### src/rtl/seg_dec_pkg.sv
// Shared constants and types for the seven-segment display decoder.
// Optional feature macro: SEG_DEC_DP_EN (bit 7 of each bus is a decimal point).
package seg_dec_pkg;

  localparam int unsigned VALUE_W = 7;

  // Segment codes, bit order g..a
  localparam logic [6:0] SEG_0 = 7'h3f;
  localparam logic [6:0] SEG_1 = 7'h06;
  localparam logic [6:0] SEG_2 = 7'h5b;
  localparam logic [6:0] SEG_3 = 7'h4f;
  localparam logic [6:0] SEG_4 = 7'h66;
  localparam logic [6:0] SEG_5 = 7'h6d;
  localparam logic [6:0] SEG_6 = 7'h7d;
  localparam logic [6:0] SEG_7 = 7'h07;
  localparam logic [6:0] SEG_8 = 7'h7f;
  localparam logic [6:0] SEG_9 = 7'h6f;

  // Decoder output for any code that is not an exact digit match
  localparam logic [3:0] BCD_ILLEGAL = 4'hf;

  typedef enum logic [1:0] {IDLE, TRACK, LOCKED} dec_state_e;

  // Two-digit BCD to binary value 0..99
  function automatic logic [VALUE_W-1:0] bcd_to_value(input logic [3:0] tens,
                                                      input logic [3:0] units);
    return VALUE_W'(tens) * VALUE_W'(10) + VALUE_W'(units);
  endfunction

endpackage

### src/rtl/seg7_to_bcd.sv
// Combinational decode of one 9-bit segment bus into BCD plus a legal flag.
// Optional feature macro: SEG_DEC_DP_EN (bit 7 becomes a decimal-point flag).
module seg7_to_bcd
  import seg_dec_pkg::*;
(
  input  logic [8:0] seg,
  output logic [3:0] bcd,
`ifdef SEG_DEC_DP_EN
  output logic       dp,
`endif
  output logic       legal
);

  logic spare_ok;

`ifdef SEG_DEC_DP_EN
  assign spare_ok = ~seg[8];
  assign dp       = seg[7];
`else
  assign spare_ok = (seg[8:7] == 2'b00);
`endif

  // Exact-match lookup; anything else maps to the illegal marker
  always_comb begin
    bcd = BCD_ILLEGAL;
    case (seg[6:0])
      SEG_0:   bcd = 4'd0;
      SEG_1:   bcd = 4'd1;
      SEG_2:   bcd = 4'd2;
      SEG_3:   bcd = 4'd3;
      SEG_4:   bcd = 4'd4;
      SEG_5:   bcd = 4'd5;
      SEG_6:   bcd = 4'd6;
      SEG_7:   bcd = 4'd7;
      SEG_8:   bcd = 4'd8;
      SEG_9:   bcd = 4'd9;
      default: bcd = BCD_ILLEGAL;
    endcase
  end

  assign legal = spare_ok && (bcd != BCD_ILLEGAL);

endmodule

### src/rtl/seg_display_decoder.sv
// Receiver for the two-digit seven-segment bus: glitch filter, BCD decode,
// count-direction tracking and step-period measurement.
// Optional feature macro: SEG_DEC_DP_EN (adds dp_shi/dp_ge decimal-point outputs).
module seg_display_decoder
  import seg_dec_pkg::*;
#(
  parameter int unsigned STABLE_CYCLES = 16,
  parameter int unsigned PERIOD_W      = 24
) (
  input  logic                clk,
  input  logic                rst,
  input  logic [8:0]          seg_led_1,
  input  logic [8:0]          seg_led_2,
  input  logic                clear,
  output logic [3:0]          bcd_shi,
  output logic [3:0]          bcd_ge,
`ifdef SEG_DEC_DP_EN
  output logic                dp_shi,
  output logic                dp_ge,
`endif
  output logic                value_valid,
  output logic                update,
  output logic                dir,
  output logic                dir_locked,
  output logic                jump,
  output logic [PERIOD_W-1:0] period,
  output logic                period_valid,
  output logic                illegal
);

  localparam int unsigned     CNT_W    = $clog2(STABLE_CYCLES);
  localparam logic [CNT_W-1:0] STAB_MAX = CNT_W'(STABLE_CYCLES - 1);

  logic [17:0]         raw, sample_q, committed_q;
  logic [CNT_W-1:0]    stab_cnt_q;
  logic [3:0]          dec_shi, dec_ge;
  logic                legal_shi, legal_ge;
  logic                stable, commit, bad;
  logic [VALUE_W-1:0]  new_val, prev_val;
  logic                step_up, step_dn, is_step, same_val;
  dec_state_e          state_q, state_d;
  logic                dir_q, dir_d, locked_q, locked_d, seen_q, seen_d;
  logic                jump_d, jump_q, update_q;
  logic                value_valid_q, illegal_q, period_valid_q;
  logic [3:0]          bcd_shi_q, bcd_ge_q;
  logic [PERIOD_W-1:0] period_q, period_cnt_q;
`ifdef SEG_DEC_DP_EN
  logic                dec_dp_shi, dec_dp_ge, dp_shi_q, dp_ge_q;
`endif

  assign raw = {seg_led_1, seg_led_2};

  seg7_to_bcd u_dec_shi (
    .seg   (sample_q[17:9]),
    .bcd   (dec_shi),
`ifdef SEG_DEC_DP_EN
    .dp    (dec_dp_shi),
`endif
    .legal (legal_shi)
  );

  seg7_to_bcd u_dec_ge (
    .seg   (sample_q[8:0]),
    .bcd   (dec_ge),
`ifdef SEG_DEC_DP_EN
    .dp    (dec_dp_ge),
`endif
    .legal (legal_ge)
  );

  assign stable   = (stab_cnt_q == STAB_MAX);
  assign commit   = stable && (sample_q != committed_q) && legal_shi && legal_ge && !clear;
  assign bad      = stable && !(legal_shi && legal_ge);
  assign new_val  = bcd_to_value(dec_shi, dec_ge);
  assign prev_val = bcd_to_value(bcd_shi_q, bcd_ge_q);
  assign step_up  = (new_val == prev_val + VALUE_W'(1));
  assign step_dn  = (new_val + VALUE_W'(1) == prev_val);
  assign is_step  = step_up || step_dn;
  // Only reachable with dp enabled: a dp-only change keeps the same value
  assign same_val = (new_val == prev_val);

  // Stability filter: sample every cycle, count consecutive identical samples
  always_ff @(posedge clk or negedge rst) begin
    if (!rst) begin
      sample_q   <= '0;
      stab_cnt_q <= '0;
    end else begin
      sample_q <= raw;
      if (clear || (raw != sample_q)) begin
        stab_cnt_q <= '0;
      end else if (stab_cnt_q != STAB_MAX) begin
        stab_cnt_q <= stab_cnt_q + CNT_W'(1);
      end
    end
  end

  // FSM and direction state register
  always_ff @(posedge clk or negedge rst) begin
    if (!rst) begin
      state_q  <= IDLE;
      dir_q    <= 1'b0;
      locked_q <= 1'b0;
      seen_q   <= 1'b0;
      jump_q   <= 1'b0;
    end else begin
      state_q  <= state_d;
      dir_q    <= dir_d;
      locked_q <= locked_d;
      seen_q   <= seen_d;
      jump_q   <= jump_d;
    end
  end

  // Next-state: seen_q marks that the previous commit was a step in direction dir_q
  always_comb begin
    state_d  = state_q;
    dir_d    = dir_q;
    locked_d = locked_q;
    seen_d   = seen_q;
    jump_d   = 1'b0;
    if (clear) begin
      state_d  = IDLE;
      locked_d = 1'b0;
      seen_d   = 1'b0;
    end else if (commit) begin
      unique case (state_q)
        IDLE: begin
          state_d = TRACK;
          seen_d  = 1'b0;
        end
        TRACK: begin
          if (is_step) begin
            if (seen_q && (dir_q == step_dn)) begin
              state_d  = LOCKED;
              locked_d = 1'b1;
            end
            seen_d = 1'b1;
            dir_d  = step_dn;
          end else if (!same_val) begin
            jump_d = 1'b1;
            seen_d = 1'b0;
          end
        end
        LOCKED: begin
          if (is_step) begin
            if (step_dn != dir_q) begin
              state_d  = TRACK;
              dir_d    = step_dn;
              locked_d = 1'b0;
              seen_d   = 1'b1;
            end
          end else if (!same_val) begin
            state_d  = TRACK;
            jump_d   = 1'b1;
            locked_d = 1'b0;
            seen_d   = 1'b0;
          end
        end
        default: state_d = IDLE;
      endcase
    end
  end

  // Committed value, sticky flags and period measurement; committed_q survives
  // clear so an unchanged pattern is not re-committed afterwards
  always_ff @(posedge clk or negedge rst) begin
    if (!rst) begin
      committed_q    <= '0;
      bcd_shi_q      <= '0;
      bcd_ge_q       <= '0;
      update_q       <= 1'b0;
      value_valid_q  <= 1'b0;
      illegal_q      <= 1'b0;
      period_q       <= '0;
      period_valid_q <= 1'b0;
      period_cnt_q   <= '0;
`ifdef SEG_DEC_DP_EN
      dp_shi_q       <= 1'b0;
      dp_ge_q        <= 1'b0;
`endif
    end else begin
      update_q <= commit;
      if (clear) begin
        value_valid_q  <= 1'b0;
        illegal_q      <= 1'b0;
        period_q       <= '0;
        period_valid_q <= 1'b0;
        period_cnt_q   <= '0;
      end else begin
        if (bad) begin
          illegal_q <= 1'b1;
        end
        if (commit) begin
          committed_q   <= sample_q;
          bcd_shi_q     <= dec_shi;
          bcd_ge_q      <= dec_ge;
          value_valid_q <= 1'b1;
          period_cnt_q  <= PERIOD_W'(1);
`ifdef SEG_DEC_DP_EN
          dp_shi_q      <= dec_dp_shi;
          dp_ge_q       <= dec_dp_ge;
`endif
          if ((state_q != IDLE) && is_step) begin
            period_q       <= period_cnt_q;
            period_valid_q <= 1'b1;
          end
        end else if ((state_q != IDLE) && (period_cnt_q != '1)) begin
          period_cnt_q <= period_cnt_q + PERIOD_W'(1);
        end
      end
    end
  end

  assign bcd_shi      = bcd_shi_q;
  assign bcd_ge       = bcd_ge_q;
  assign value_valid  = value_valid_q;
  assign update       = update_q;
  assign dir          = dir_q;
  assign dir_locked   = locked_q;
  assign jump         = jump_q;
  assign period       = period_q;
  assign period_valid = period_valid_q;
  assign illegal      = illegal_q;
`ifdef SEG_DEC_DP_EN
  assign dp_shi       = dp_shi_q;
  assign dp_ge        = dp_ge_q;
`endif

endmodule

### config.mk
export PLATFORM = sky130hd
export DESIGN_NAME = seg_display_decoder
export DESIGN_NICKNAME = d
export VERILOG_FILES = /design/src/rtl/seg_dec_pkg.sv /design/src/rtl/seg7_to_bcd.sv /design/src/rtl/seg_display_decoder.sv
export SDC_FILE = /design/constraint.sdc
export NUM_CORES = 1
export LEC_CHECK = 0
export ABC_CLOCK_PERIOD_IN_PS = 7400
export CORE_ASPECT_RATIO = 0.9
export CORE_MARGIN = 1.5
export CORE_UTILIZATION = 55
export DETAILED_ROUTE_END_ITERATION = 7
export PLACE_DENSITY = 0.77
export SETUP_SLACK_MARGIN = 0.4
export SYNTH_ARGS = -nofsm -noshare
export SYNTH_HDL_FRONTEND = slang
export SYNTH_SLANG_ARGS = --single-unit
### constraint.sdc
create_clock -name clk -period 7.4 [get_ports clk]
set_input_delay 0.74 -clock clk [delete_from_list [all_inputs] [get_ports clk]]
set_output_delay 0.74 -clock clk [all_outputs]
set_load 0.01 [all_outputs]
==> impl_results.md <==
* Status: finished, final reports clean
* Met3 wire len at 515 µm
* Footprint of the multi-input gates at 3110 µm²
* Uppermost layer routed: met4
* Yosys Warn Count at 0
* Placed Cells at 712
* Max Cap Violations at 0
* Resize count post-CTS at 0
* FF-to-FF path depth at 18
* Setup_tns at 0 ps
* Final Wtd Congestion at 0.873
* EDFF count, synth at 0
* Met2 wire len at 5810 µm
* Total gr overflow at 0
* Syn_nets at 592
* Ports at 60
* Comb pwr share at 19.1%
* Clock sinks at 106
* RSZ-0062 raised after global routing: false
* Vias in the first global route at 4275
* DR pass1 iterations at 4
* Worst setup EP type: register
* CTS root buf: clkbuf_16
* Die footprint at 11500 µm²
* Routed vias at 4246
* Hold_buf cts at 0
* Core area at 10400 µm²
* Synth Cell Area at 5960 µm²
* Worst slew pin tran at 1110 ps
* Fraction of registers with async set/reset at 100%
* HP Class: input port to async pin
* DP Worst Slack at 1430 ps
* Most common cell after layout, fill and taps aside: dfrtp_1
* Die Y at 102 µm
* PD cells at 190 nW/µm²
* CTS H-tree lvls at 3
* Crit path largest cell delay at 890 ps
* Synth area leaders: dfrtp_1 (44%), xnor2_1 (7.0%), xor2_1 (4.7%)
* Synth cell types at 73
* Initial core utilization at 57.5%
* Layout cell share with drive strength beyond 1 at 10.2%
* Seq cells post-synth at 106
* Synth area leader: dfrtp_1
* Tmin final at 5970 ps
* Data required time of the critical path at 7680 ps
* Slowest-stage cell, CP: a21oi_2
* Clock skew at 11.2 ps
* Post-Syn Instances at 547
* DRT Wirelength at 12600 µm
* Switching share of power at 28.6%
* N_diodes at 0
* Finished Layout Cells at 727
* Post-synthesis sequential area ratio at 44.5%
* Final setup fails at 0
* CP arrival at 6260 ps
* DRT iter0 DRCs at 307
* Fin. Hold Viols at 0
* FF-to-FF Start: sample_q[15]
* Mean routed wirelength per cell at 17.3 µm
* Worst Path Max Fanout at 24
* Port Buffer Count at 59
* Crit path cell chain: or3b_1 -> a211oi_2 -> nor4_2 -> a221oi_1 -> inv_1 -> ha_1 -> ha_1 -> fa_1 -> xor2_1 -> xnor2_1 -> xnor3_1 -> o21a_4 -> or2_1 -> a211oi_2 -> nand3b_4 -> a21oi_2 -> a21oi_2 -> a22o_1
* First-pass GRT wire length at 21100 µm
* NumNets Final at 639
* Cell Rows at 35
* Post-Route M1 WL at 6110 µm
* Clock Latency Late Sink at 350 ps
* Num CTS Buffers at 9
* Largest net degree at the start of global routing at 79
* DP Wirelength at 9040 µm
* FF+latch area at 2650 µm²
* Final instance area at 6860 µm²
* Setup bufs post-CTS at 0
* Most frequent cells in the layout: dfrtp_1 (106), clkdlybuf4s50_1 (58), xnor2_1 (48)
* Fmax at 0.167 GHz
* Critical path type: register to register
* Pins over their slew limit at 0
* Final ANT Viol Nets at 0
* Longest Clk Path Bufs at 2
* Worst vdd ir at 0.000149 V
* Final period util at 80.7%
* Post-synth top area share at 44.5%
* Die Wd at 113 µm
* Clk network pwr share at 33.7%
* Post-route DRC at 0
* Syn Area/Cell at 10.9 µm²
* R2R setup slack at 1430 ps
* Clock transition at path regs at 70 ps
* Final setup margin at 1430 ps
* Placed inst area at 6600 µm²
* Initial antenna violation count at 0
* CP startpoint kind: register
* Psw at 0.000373 W
* Predominant post-synthesis flop cell: dfrtp_1
* P_int at 0.000931 W
* TritonCTS clock tree: yes
* Relative slew slack at 25.9%
* Final Util at 66.1%
* Sequential share of power at 47.2%
* Aggregate global-route resource usage at 23.4%
* Fillers at 813
* R2R Path End: period[13]
* DR vias/cell at 5.84
* Area Growth Syn to Fin at 15.1%
* Static leakage at 3.00 nW
==> state kept, by name, indices dropped and copies added (netlist names) <==
| name | flops |
|---|---|
| sample_q | 18 |
| illegal | 1 |
| period_cnt_q | 24 |
| period_valid | 1 |
| dir | 1 |
| period | 24 |
| dir_locked | 1 |
| bcd_shi | 4 |
| update | 1 |
| stab_cnt_q | 4 |
| state_q | 2 |
| bcd_ge | 4 |
| committed_q | 18 |
| seen_q | 1 |
| value_valid | 1 |
| jump | 1 |
==> power by group through the flow <==
stage | registers (W) | clock network (W) | logic (W)
global route | 0.000618 | 0.000474 | 0.000275
global placement | 0.000625 | 0 | 0.000240
CTS | 0.000615 | 0.000453 | 0.000249
finish | 0.000616 | 0.000440 | 0.000248
detailed placement | 0.000626 | 0 | 0.000247
floorplan | 0.000615 | 0 | 0.000195
==> synth_stat cells (5+ instances only) <==
library cell / n
clkbuf_1: 10
nand2_1: 29
nand4_1: 18
dfrtp_1: 106
buf_2: 9
xnor2_1: 48
nand2b_1: 5
inv_1: 17
nor2b_1: 12
nand3_1: 12
nor3_1: 7
o21ai_0: 14
a22o_1: 24
ha_1: 20
mux2i_1: 5
mux2_2: 21
a21oi_1: 10
and3_1: 8
xor2_1: 32
nor2_1: 44
nor4_1: 5
==> layout make-up <==
type / instances / share of cell area (%)
clock buffer: 10 / 3.34
clock inverter: 5 / 0.565
inverter: 17 / 0.930
multi-input combinational: 399 / 45.4
sequential: 106 / 38.7
tap: 129 / 2.35
timing repair buffer: 61 / 8.79
==> routing by layer <==
metal / vias up / track usage [%]
met5: - / 0
met4: 0 / 6.62
met3: 9 / 4.49
met2: 93 / 36.5
met1: 2104 / 33.7
li1: 2040 / -
==> critical path: cells and delay by family (launching register included) <==
kind	cells	cell delay (ps)
simple gates	4	1030
xor+xnor	3	830
flops	1	520
compound gates	7	2460
fa+ha+maj	3	900
buf+inv	1	140
==> logic make-up after synthesis <==
logic type                 Yosys count  share of synthesized area (%)
and+or+nand+nor                    176                           17.1
DFF                                106                           44.5
AOI/OAI and AO/OA                   91                           12.4
xor gates and xnor gates            81                           12.1
buffers and inverters               42                           3.34
muxes                               27                           4.99
adders and majority gates           24                           5.54
==> metrics by stage <==
stage | total power (W) | hold WS, ps
2_1_floorplan | 0.000810 | 444
3_3_place_gp | 0.000865 | 478
3_5_place_dp | 0.000874 | 479
4_1_cts | 0.00132 | 306
5_1_grt | 0.00137 | 330
6_report | 0.00130 | 305
==> worst max-delay path by stage <==
| stage | end | from | cells past startpoint | slack [ps] |
|---|---|---|---|---|
| after global routing | period[21] | sample_q[15] | 18 | 940 |
| final | period[13] | sample_q[15] | 18 | 1430 |
| after detailed placement | period[10] | sample_q[9] | 18 | 1430 |
| after CTS | period[3] | sample_q[15] | 18 | 1370 |
| after floorplan | seen_q | sample_q[13] | 20 | 2450 |
| after global placement | period[6] | sample_q[9] | 18 | 1720 |
(Power assumes the default switching activity.)
